--- src/rtl/instr_fetch_if.sv ---
// Bundle between the fetch sequencer, the controller, the instruction memory and the decoder.
// The master modport is the fetch unit's view; slave is the surrounding system's view.
interface instr_fetch_if #(
  parameter int ADDR_W = 10
);
  logic              start;
  logic [ADDR_W-1:0] base_addr;
  logic [ADDR_W:0]   instr_count;
  logic              busy;
  logic              done;
  logic              imem_rd_en;
  logic [ADDR_W-1:0] imem_addr;
  logic [27:0]       imem_rdata;
  logic              dec_ready;
  logic [27:0]       d;
  logic              en;

  // Decoder handshake: en = FIFO non-empty & dec_ready; the decoder latches d and the
  // FIFO head is popped on every rising edge where en=1. d is meaningless while en=0.
  modport master (
    input  start, base_addr, instr_count, imem_rdata, dec_ready,
    output busy, done, imem_rd_en, imem_addr, d, en
  );

  modport slave (
    output start, base_addr, instr_count, imem_rdata, dec_ready,
    input  busy, done, imem_rd_en, imem_addr, d, en
  );
endinterface

--- src/rtl/instr_fetch.sv ---
// Instruction fetch sequencer: walks a contiguous instruction range, buffers returned
// words in a small FIFO and feeds the decoder one word per cycle under dec_ready.
module instr_fetch #(
  parameter int ADDR_W = 10,
  parameter int DEPTH  = 4
) (
  input  logic          clk,
  input  logic          reset,
  instr_fetch_if.master bus,
  output logic [1:0]    dbg_state
);

  localparam int PW = $clog2(DEPTH);
  localparam int CW = PW + 1;
  localparam logic [CW:0] DEPTH_C = (CW+1)'(DEPTH);

  typedef enum logic [1:0] {
    IDLE  = 2'd0,
    FETCH = 2'd1,
    DRAIN = 2'd2,
    DONE  = 2'd3
  } state_t;

  state_t            state, state_nxt;
  logic [ADDR_W-1:0] pc;
  logic [ADDR_W:0]   remaining;
  logic              inflight;
  logic [27:0]       mem [DEPTH];
  logic [PW-1:0]     wr_ptr, rd_ptr;
  logic [CW-1:0]     count;
  logic [27:0]       last_d;
  logic [CW:0]       credit_used;
  logic              accept, issue, push, pop;

  // Credit counts the slot reserved by an outstanding read; a same-cycle pop frees nothing.
  assign credit_used = {1'b0, count} + {{CW{1'b0}}, inflight};
  assign accept      = (state == IDLE) && bus.start;
  assign issue       = (state == FETCH) && (remaining != '0) && (credit_used < DEPTH_C);
  assign push        = inflight;
  assign pop         = (count != '0) && bus.dec_ready;

  always_ff @(posedge clk or negedge reset) begin
    if (!reset) state <= IDLE;
    else        state <= state_nxt;
  end

  always_comb begin
    state_nxt = state;
    case (state)
      IDLE: begin
        if (accept) state_nxt = (bus.instr_count == '0) ? DONE : FETCH;
      end
      FETCH: begin
        if (issue && (remaining == (ADDR_W+1)'(1))) state_nxt = DRAIN;
      end
      DRAIN: begin
        // Leave as soon as the final pop empties the FIFO so done follows the last en directly.
        if (!inflight && ((count == '0) || ((count == CW'(1)) && pop))) state_nxt = DONE;
      end
      DONE:    state_nxt = IDLE;
      default: state_nxt = IDLE;
    endcase
  end

  always_comb begin
    bus.busy       = (state != IDLE);
    bus.done       = (state == DONE);
    bus.imem_rd_en = issue;
    bus.imem_addr  = pc;
    bus.en         = pop;
    bus.d          = (count != '0) ? mem[rd_ptr] : last_d;
    dbg_state      = state;
  end

  always_ff @(posedge clk or negedge reset) begin
    if (!reset) begin
      pc        <= '0;
      remaining <= '0;
      inflight  <= 1'b0;
      wr_ptr    <= '0;
      rd_ptr    <= '0;
      count     <= '0;
      last_d    <= '0;
    end else begin
      inflight <= issue;
      if (accept) begin
        pc        <= bus.base_addr;
        remaining <= bus.instr_count;
      end else if (issue) begin
        pc        <= pc + 1'b1;
        remaining <= remaining - 1'b1;
      end
      if (push) wr_ptr <= wr_ptr + 1'b1;
      if (pop) begin
        rd_ptr <= rd_ptr + 1'b1;
        last_d <= mem[rd_ptr];
      end
      case ({push, pop})
        2'b10:   count <= count + 1'b1;
        2'b01:   count <= count - 1'b1;
        default: count <= count;
      endcase
    end
  end

  always_ff @(posedge clk) begin
    if (push) mem[wr_ptr] <= bus.imem_rdata;
  end

endmodule

--- src/flat_wrapper.sv ---
// flat-port wrapper written by rule: the top's interface ports become plain ports
module instr_fetch_flat 
#(
  parameter int ADDR_W = 10,
  parameter int DEPTH  = 4
)
  (clk, reset, dbg_state, bus_start, bus_base_addr, bus_instr_count, bus_imem_rdata, bus_dec_ready, bus_busy, bus_done, bus_imem_rd_en, bus_imem_addr, bus_d, bus_en);
  instr_fetch_if #(.ADDR_W(ADDR_W)) bus_i ();
  input  logic clk;
  input  logic reset;
  output logic [1:0] dbg_state;
  input wire logic [$bits(bus_i.start)-1:0] bus_start;
  input wire logic [$bits(bus_i.base_addr)-1:0] bus_base_addr;
  input wire logic [$bits(bus_i.instr_count)-1:0] bus_instr_count;
  input wire logic [$bits(bus_i.imem_rdata)-1:0] bus_imem_rdata;
  input wire logic [$bits(bus_i.dec_ready)-1:0] bus_dec_ready;
  output wire logic [$bits(bus_i.busy)-1:0] bus_busy;
  output wire logic [$bits(bus_i.done)-1:0] bus_done;
  output wire logic [$bits(bus_i.imem_rd_en)-1:0] bus_imem_rd_en;
  output wire logic [$bits(bus_i.imem_addr)-1:0] bus_imem_addr;
  output wire logic [$bits(bus_i.d)-1:0] bus_d;
  output wire logic [$bits(bus_i.en)-1:0] bus_en;
  assign bus_i.start = bus_start;
  assign bus_i.base_addr = bus_base_addr;
  assign bus_i.instr_count = bus_instr_count;
  assign bus_i.imem_rdata = bus_imem_rdata;
  assign bus_i.dec_ready = bus_dec_ready;
  assign bus_busy = bus_i.busy;
  assign bus_done = bus_i.done;
  assign bus_imem_rd_en = bus_i.imem_rd_en;
  assign bus_imem_addr = bus_i.imem_addr;
  assign bus_d = bus_i.d;
  assign bus_en = bus_i.en;
  instr_fetch #(.ADDR_W(ADDR_W), .DEPTH(DEPTH)) u_core (.clk(clk), .reset(reset), .bus(bus_i), .dbg_state(dbg_state));
endmodule
--- config.mk ---
export PLATFORM = sky130hd
export DESIGN_NAME = instr_fetch_flat
export DESIGN_NICKNAME = d
export VERILOG_FILES = /design/src/rtl/instr_fetch_if.sv /design/src/rtl/instr_fetch.sv /design/src/flat_wrapper.sv
export SDC_FILE = /design/constraint.sdc
export NUM_CORES = 1
export LEC_CHECK = 0
export CAP_MARGIN = 10
export CELL_PAD_IN_SITES_DETAIL_PLACEMENT = 0
export CELL_PAD_IN_SITES_GLOBAL_PLACEMENT = 1
export CORE_UTILIZATION = 35
export CTS_CLUSTER_DIAMETER = 80
export DETAILED_ROUTE_END_ITERATION = 10
export PLACE_DENSITY_LB_ADDON = 0.2
export RECOVER_POWER = 100
export REMOVE_ABC_BUFFERS = 1
export SYNTH_ARGS = -nofsm -noshare
export SYNTH_HDL_FRONTEND = slang
export SYNTH_SLANG_ARGS = --single-unit
--- constraint.sdc ---
create_clock -name clk -period 2.4 [get_ports clk]
set_input_delay 0.48 -clock clk [delete_from_list [all_inputs] [get_ports clk]]
set_output_delay 0.48 -clock clk [all_outputs]
set_load 0.1 [all_outputs]
== Yosys cells after proc, flatten, opt, wreduce, memory -nomap -nowiden ==
Memory sizes are Yosys's and may differ from the RTL's.
Cells that the tools add are included.
Word-level totals
  bits in registers: 59
  RAM bits: 112
  input bits: 53
  output and inout bits: 44
  logic and storage cells: 58
  memories: 1
Operators by class
  $add $sub $neg: 7
  magnitude comparators: 1
  equal/unequal tests: 10
  mux-type cells: 13
  reductions and logical operators: 18
Memories
  u_core.mem: depth 4, width 28, rd ports 1, clocked after memory_dff 0, write ports 1, line instr_fetch.sv:28  | logic [27:0] mem [DEPTH];
Operator list (count)
  28-bit 2-to-1 mux: 1
  11-bit 2-to-1 mux: 2
  10-bit 2-to-1 mux: 2
  11-bit by 1-bit equality test with 1-bit output (second input constant): 1
  11-bit logical NOT: 1
  11-bit nonzero test: 1
  11-bit by 1-bit subtractor with 11-bit output (second input constant): 1
  10-bit by 1-bit adder with 10-bit output (second input constant): 1
  2-bit 2-to-1 mux: 4
  2-bit one-hot mux with 4 select lines: 1
  1-bit logical AND: 7
  2-bit equality test (second input constant): 3
  3-bit one-hot mux with 2 select lines: 1
  2-bit nonzero test: 3
  2-bit by 1-bit adder with 2-bit output (second input constant): 2
  3-bit by 1-bit adder with 4-bit output: 1
  2-bit by 1-bit equality test with 1-bit output (second input constant): 2
  4-bit by 3-bit less-than comparator with 1-bit output (second input constant): 1
  2-bit by 1-bit != test with 1-bit output (second input constant): 2
  3-bit by 1-bit adder with 3-bit output (second input constant): 1
  3-bit by 1-bit equality test with 1-bit output (second input constant): 1
  3-bit logical NOT: 1
  3-bit AND reduction: 1
  3-bit nonzero test: 1
  6 further kinds: 7

== Logic depth before layout (Yosys ltp) ==
  word-level depth: 7
  gate-level depth with buffers: 10
  gate-level depth less buffers: 8

== Least setup slack after synthesis ==
OpenSTA, ideal clock, no wires.
  kind: reg2out
  start point: register u_core.state[0], in the netlist u_core.dbg_state[0]
  end point: output bus_imem_rd_en
  data arrival time: 3362 ps
  data required time: 1920 ps
  setup slack: -1442 ps
  cell stages (with the launch flop): 7
  path buffers: 2
  cell sequence: dfrtp_1 > ha_1 > nor2b_1 > nand2_1 > clkbuf_1 > clkbuf_1 > nor2_1
On the way
  word-level cells in the longest chain between the ends: 3
RTL lines
  from (decl): line instr_fetch.sv:24  | state_t state, state_nxt;
  from (signal assigned): line instr_fetch.sv:44  | else state <= state_nxt;
  2-bit by 1-bit equality test with 1-bit output: line instr_fetch.sv:38  | assign issue = (state == FETCH) && (remaining != '0) && (credit_used < DEPTH_C);
  1-bit logical AND (2 in series): line instr_fetch.sv:38
  to (decl): line flat_wrapper.sv:19  | output wire logic [$bits(bus_i.imem_rd_en)-1:0] bus_imem_rd_en;
Every way passes these cells.

== Worst setup path after layout ==
  start point: register u_core.rd_ptr[0]
  end point: output bus_d[6]
On the way
  word-level cells in the longest chain between the ends: 2
RTL lines
  from (decl): line instr_fetch.sv:29  | logic [PW-1:0] wr_ptr, rd_ptr;
  from (signal assigned): line instr_fetch.sv:95  | rd_ptr <= rd_ptr + 1'b1;
  memory read 4 x 28 bit
  28-bit 2-to-1 mux: line instr_fetch.sv:71  | bus.d = (count != '0) ? mem[rd_ptr] : last_d;
  to (decl): line flat_wrapper.sv:21  | output wire logic [$bits(bus_i.d)-1:0] bus_d;
Every way passes these cells.

==> flow_summary.yaml <==
yosys:
  synth.avg_cell_area_sq_um: 16.1
  ys_ff_latch: 171
  yosysSeqAreaShare_pct: 65.2
  yosys.area_share.simple_pct: 6.83
  syn-instance-count: 460
  yosysUniqueCellTypes: 46
  netlist_area_sq_um: 7420
  synth_area_leader_cell: "edfxtp_1"
  synth_top_area_share_pct: 45.3
  async_flop_share_pct: 34.5
  yosys-top-cells-area: "edfxtp_1, dfrtp_1, mux2_2, mux4_2, ha_1"
  synth_top_family_by_area: "multiplexers"
  ys_warn_count: 0
  synth_edf_count: 112
  synth_fa_ha_area_share_pct: 3.03
  synth-xor-area-share_pct: 0.708
  ys.flop_type: "edfxtp_1"
  synth_compound_area_share_pct: 4.48
  synthMuxAreaShare_pct: 17.5
timing:
  fin_crit_sh_pct: 107
  rsz0062_at_grt: "yes"
  finalSetupViolCount: 29
  worst_slew_pin_slew_ps: 1660
  final_max_slew_viol_count: 26
  hold_violations: 0
  slew_headroom_pct: -10.9
  fin_tns_setup_ps: -3750
  setup_slack_ps: -168
  timing.final.crit_period_ps: 2570
  maxClockFrequency_ghz: 0.389
  skew_ps: 12.1
worst_setup_path:
  endpoint: "bus_d[6]"
  startpoint: "u_core.rd_ptr[0]$_DFFE_PN0P_"
  cp_cell_sequence: "buf_12, clkbuf_16, mux4_2, mux2_4, buf_12"
  path_delay_family: "multiplexers"
  crit_path_max_incr_delay_ps: 510
  path_max_fanout: 7
  end_kind: "output port"
  cp_slowest_cell: "mux4_2"
  start_kind: "flip-flop"
  path_buf_inv: 3
  reg2reg_slack_ps: -10
  worstSetupPathType: "reg -> out"
  rr_startpoint: "u_core.dbg_state[1]$_DFFE_PN0P_"
  r2r-end: "u_core.bus.imem_addr[5]$_DFFE_PN0P_"
  path_common_cell: "buf_12"
  worst_ep_arrival_time_ps: 2090
  r2r_cells: 8
  cp_num_cells: 5
  worstPathRequired_ps: 1920
route:
  drt_iter0_drc: 259
  wire_per_inst_um: 18.8
  drc: 0
  ant_nets: 0
  via_count: 4425
  drt_pre_antenna_iters: 6
  via_per_inst: 5.11
  wl_um: 16300
grt:
  met2_usage_pct: 26.7
  busiest_layer: "met2"
  grt_start_max_net_pins: 42
  use_met3_pct: 5.28
  antenna_found_initial: 4
  gr-usage-all-layers_pct: 15.9
  met1_usage_pct: 19.5
  overflow: 0
  grt_first_pass_wirelength_um: 25900
  grt_pass1_vias: 4696
clock_network:
  clk_pin_slew_ps: 70
  ctsLongestPathBuffers: 2
  htree_num_levels: 4
  clock-root-buffer: "clkbuf_16"
  cts_buffers: 17
  worstSkewPairLatency_ps: 430
  cts_tree: "done"
  clock_sinks: 171
flow_run:
  max_cap_violations: 1
cells_and_area:
  fillers: 1824
  multiInputGateArea_sq_um: 2550
  layout-drive-gt1-share_pct: 32.4
  ff_latch_area_sq_um: 4840
  area_growth_pct: 33.4
  fin_nets: 651
hold_path:
  hold_path.class: "reg -> reg"
die:
  core-area_sq_um: 20500
  die_w_um: 148
  ioPinCount: 97
  start_util_pct: 36.2
  die_y_um: 148
  die_area_sq_um: 21800
  fp-row-count: 52
status:
  status: "complete, but fails checks"
  failed_checks: "capacitance limit, slew limit, setup timing"
placement:
  gp_congestion: 0.785
  place_hpwl_um: 10600
  io_buffers: 96
placed cells by master (no fill, tap or decap), drive strengths merged, types with 11 or more instances in the layout:
cell type | Yosys | layout
a31oi | 20 | 20
buf | 12 | 47
clkbuf | 12 | 43
clkdlybuf4s50 | 0 | 23
dfrtp | 59 | 59
dlygate4sd3 | 0 | 29
edfxtp | 112 | 112
ha | 18 | 18
inv | 14 | 22
mux2 | 56 | 56
mux4 | 28 | 28
nor2 | 26 | 26
or4 | 11 | 11
cell type report:
| cell class | instances | share of cell area (%) |
|---|---|---|
| Clock buffer | 17 | 4.30 |
| Inverter | 14 | 0.531 |
| Antenna cell | 3 | 0.0758 |
| Sequential cell | 171 | 48.9 |
| Multi-Input combinational cell | 251 | 25.8 |
| Timing Repair Buffer | 125 | 15.2 |
| Clock inverter | 15 | 1.76 |
| Tap cell | 270 | 3.41 |
sequential cells by signal (all words and copies together), names as in the netlist:
name / count
u_core.count: 3
u_core.dbg_state: 2
u_core.last_d: 28
u_core.inflight: 1
u_core.bus.imem_addr: 10
u_core.wr_ptr: 2
u_core.rd_ptr: 2
u_core.mem: 112
u_core.remaining: 11
routing by layer:
| metal | wire [um] | up-vias | part of all wire (%) |
|---|---|---|---|
| met5 | 23 | - | 0.14 |
| met4 | 119 | 4 | 0.73 |
| met3 | 1060 | 12 | 6.5 |
| met2 | 8240 | 119 | 50 |
| met1 | 6890 | 2231 | 42 |
| li1 | - | 2059 | - |
cell families after synthesis:
| kind of cell | after synthesis |
|---|---|
| AND/OR/NAND/NOR | 89 |
| AO/OA/AOI/OAI | 50 |
| adder cells (fa/ha/maj) | 18 |
| flip-flops | 171 |
| multiplexers | 88 |
| XOR/XNOR | 6 |
| buffers and inverters | 38 |
worst min-delay path by stage:
| stage | cells past startpoint | end | start | slack [ps] |
|---|---|---|---|---|
| 2_1_floorplan | 0 | u_core.bus.imem_addr[0]$_DFFE_PN0P_ | reset | 180 |
| 3_3_place_gp | 1 | u_core.last_d[15]$_DFFE_PN0P_ | reset | 440 |
| 3_5_place_dp | 1 | u_core.last_d[15]$_DFFE_PN0P_ | reset | 440 |
| 4_1_cts | 1 | u_core.last_d[23]$_DFFE_PN0P_ | u_core.last_d[23]$_DFFE_PN0P_ | 510 |
| 5_1_grt | 1 | u_core.last_d[27]$_DFFE_PN0P_ | u_core.last_d[27]$_DFFE_PN0P_ | 530 |
| 6_report | 1 | u_core.last_d[23]$_DFFE_PN0P_ | u_core.last_d[23]$_DFFE_PN0P_ | 510 |
stage by stage:
step	setup slack (ps)	hold WS (ps)	instances	utilization (%)	area, sq um
floorplan	-1390	184	436	-	7310
global placement	267	440	824	44.9	9200
detailed placement	227	443	824	44.9	9200
CTS	-172	513	859	48.5	9940
global route	-222	526	864	48.3	9900
finish	-168	511	866	48.3	9900
Yosys cell counts (all sizes together), types with 4 or more instances:
| library cell | n |
|---|---|
| edfxtp | 112 |
| dfrtp | 59 |
| mux2 | 56 |
| mux4 | 28 |
| nor2 | 26 |
| a31oi | 20 |
| ha | 18 |
| inv | 14 |
| buf | 12 |
| clkbuf | 12 |
| or4 | 11 |
| o31ai | 10 |
| and2 | 9 |
| o21ai | 8 |
| nand2 | 7 |
| nand3 | 7 |
| nor4 | 6 |
| mux2i | 4 |
| o41ai | 4 |
| or3 | 4 |
what timing repair did:
item | in CTS | in global routing
endpoints found under the hold margin | 24 | 0
resized for setup | 32 | 8
pin swaps | 0 | 0
cloned | 0 | 1
setup endpoints to repair | 30 | 30
buffers inserted | 2 | 3
hold buffers | 1 | 0
Power is not shown: default switching activity piles up to over one toggle a cycle in this logic, so the estimate is an artifact.
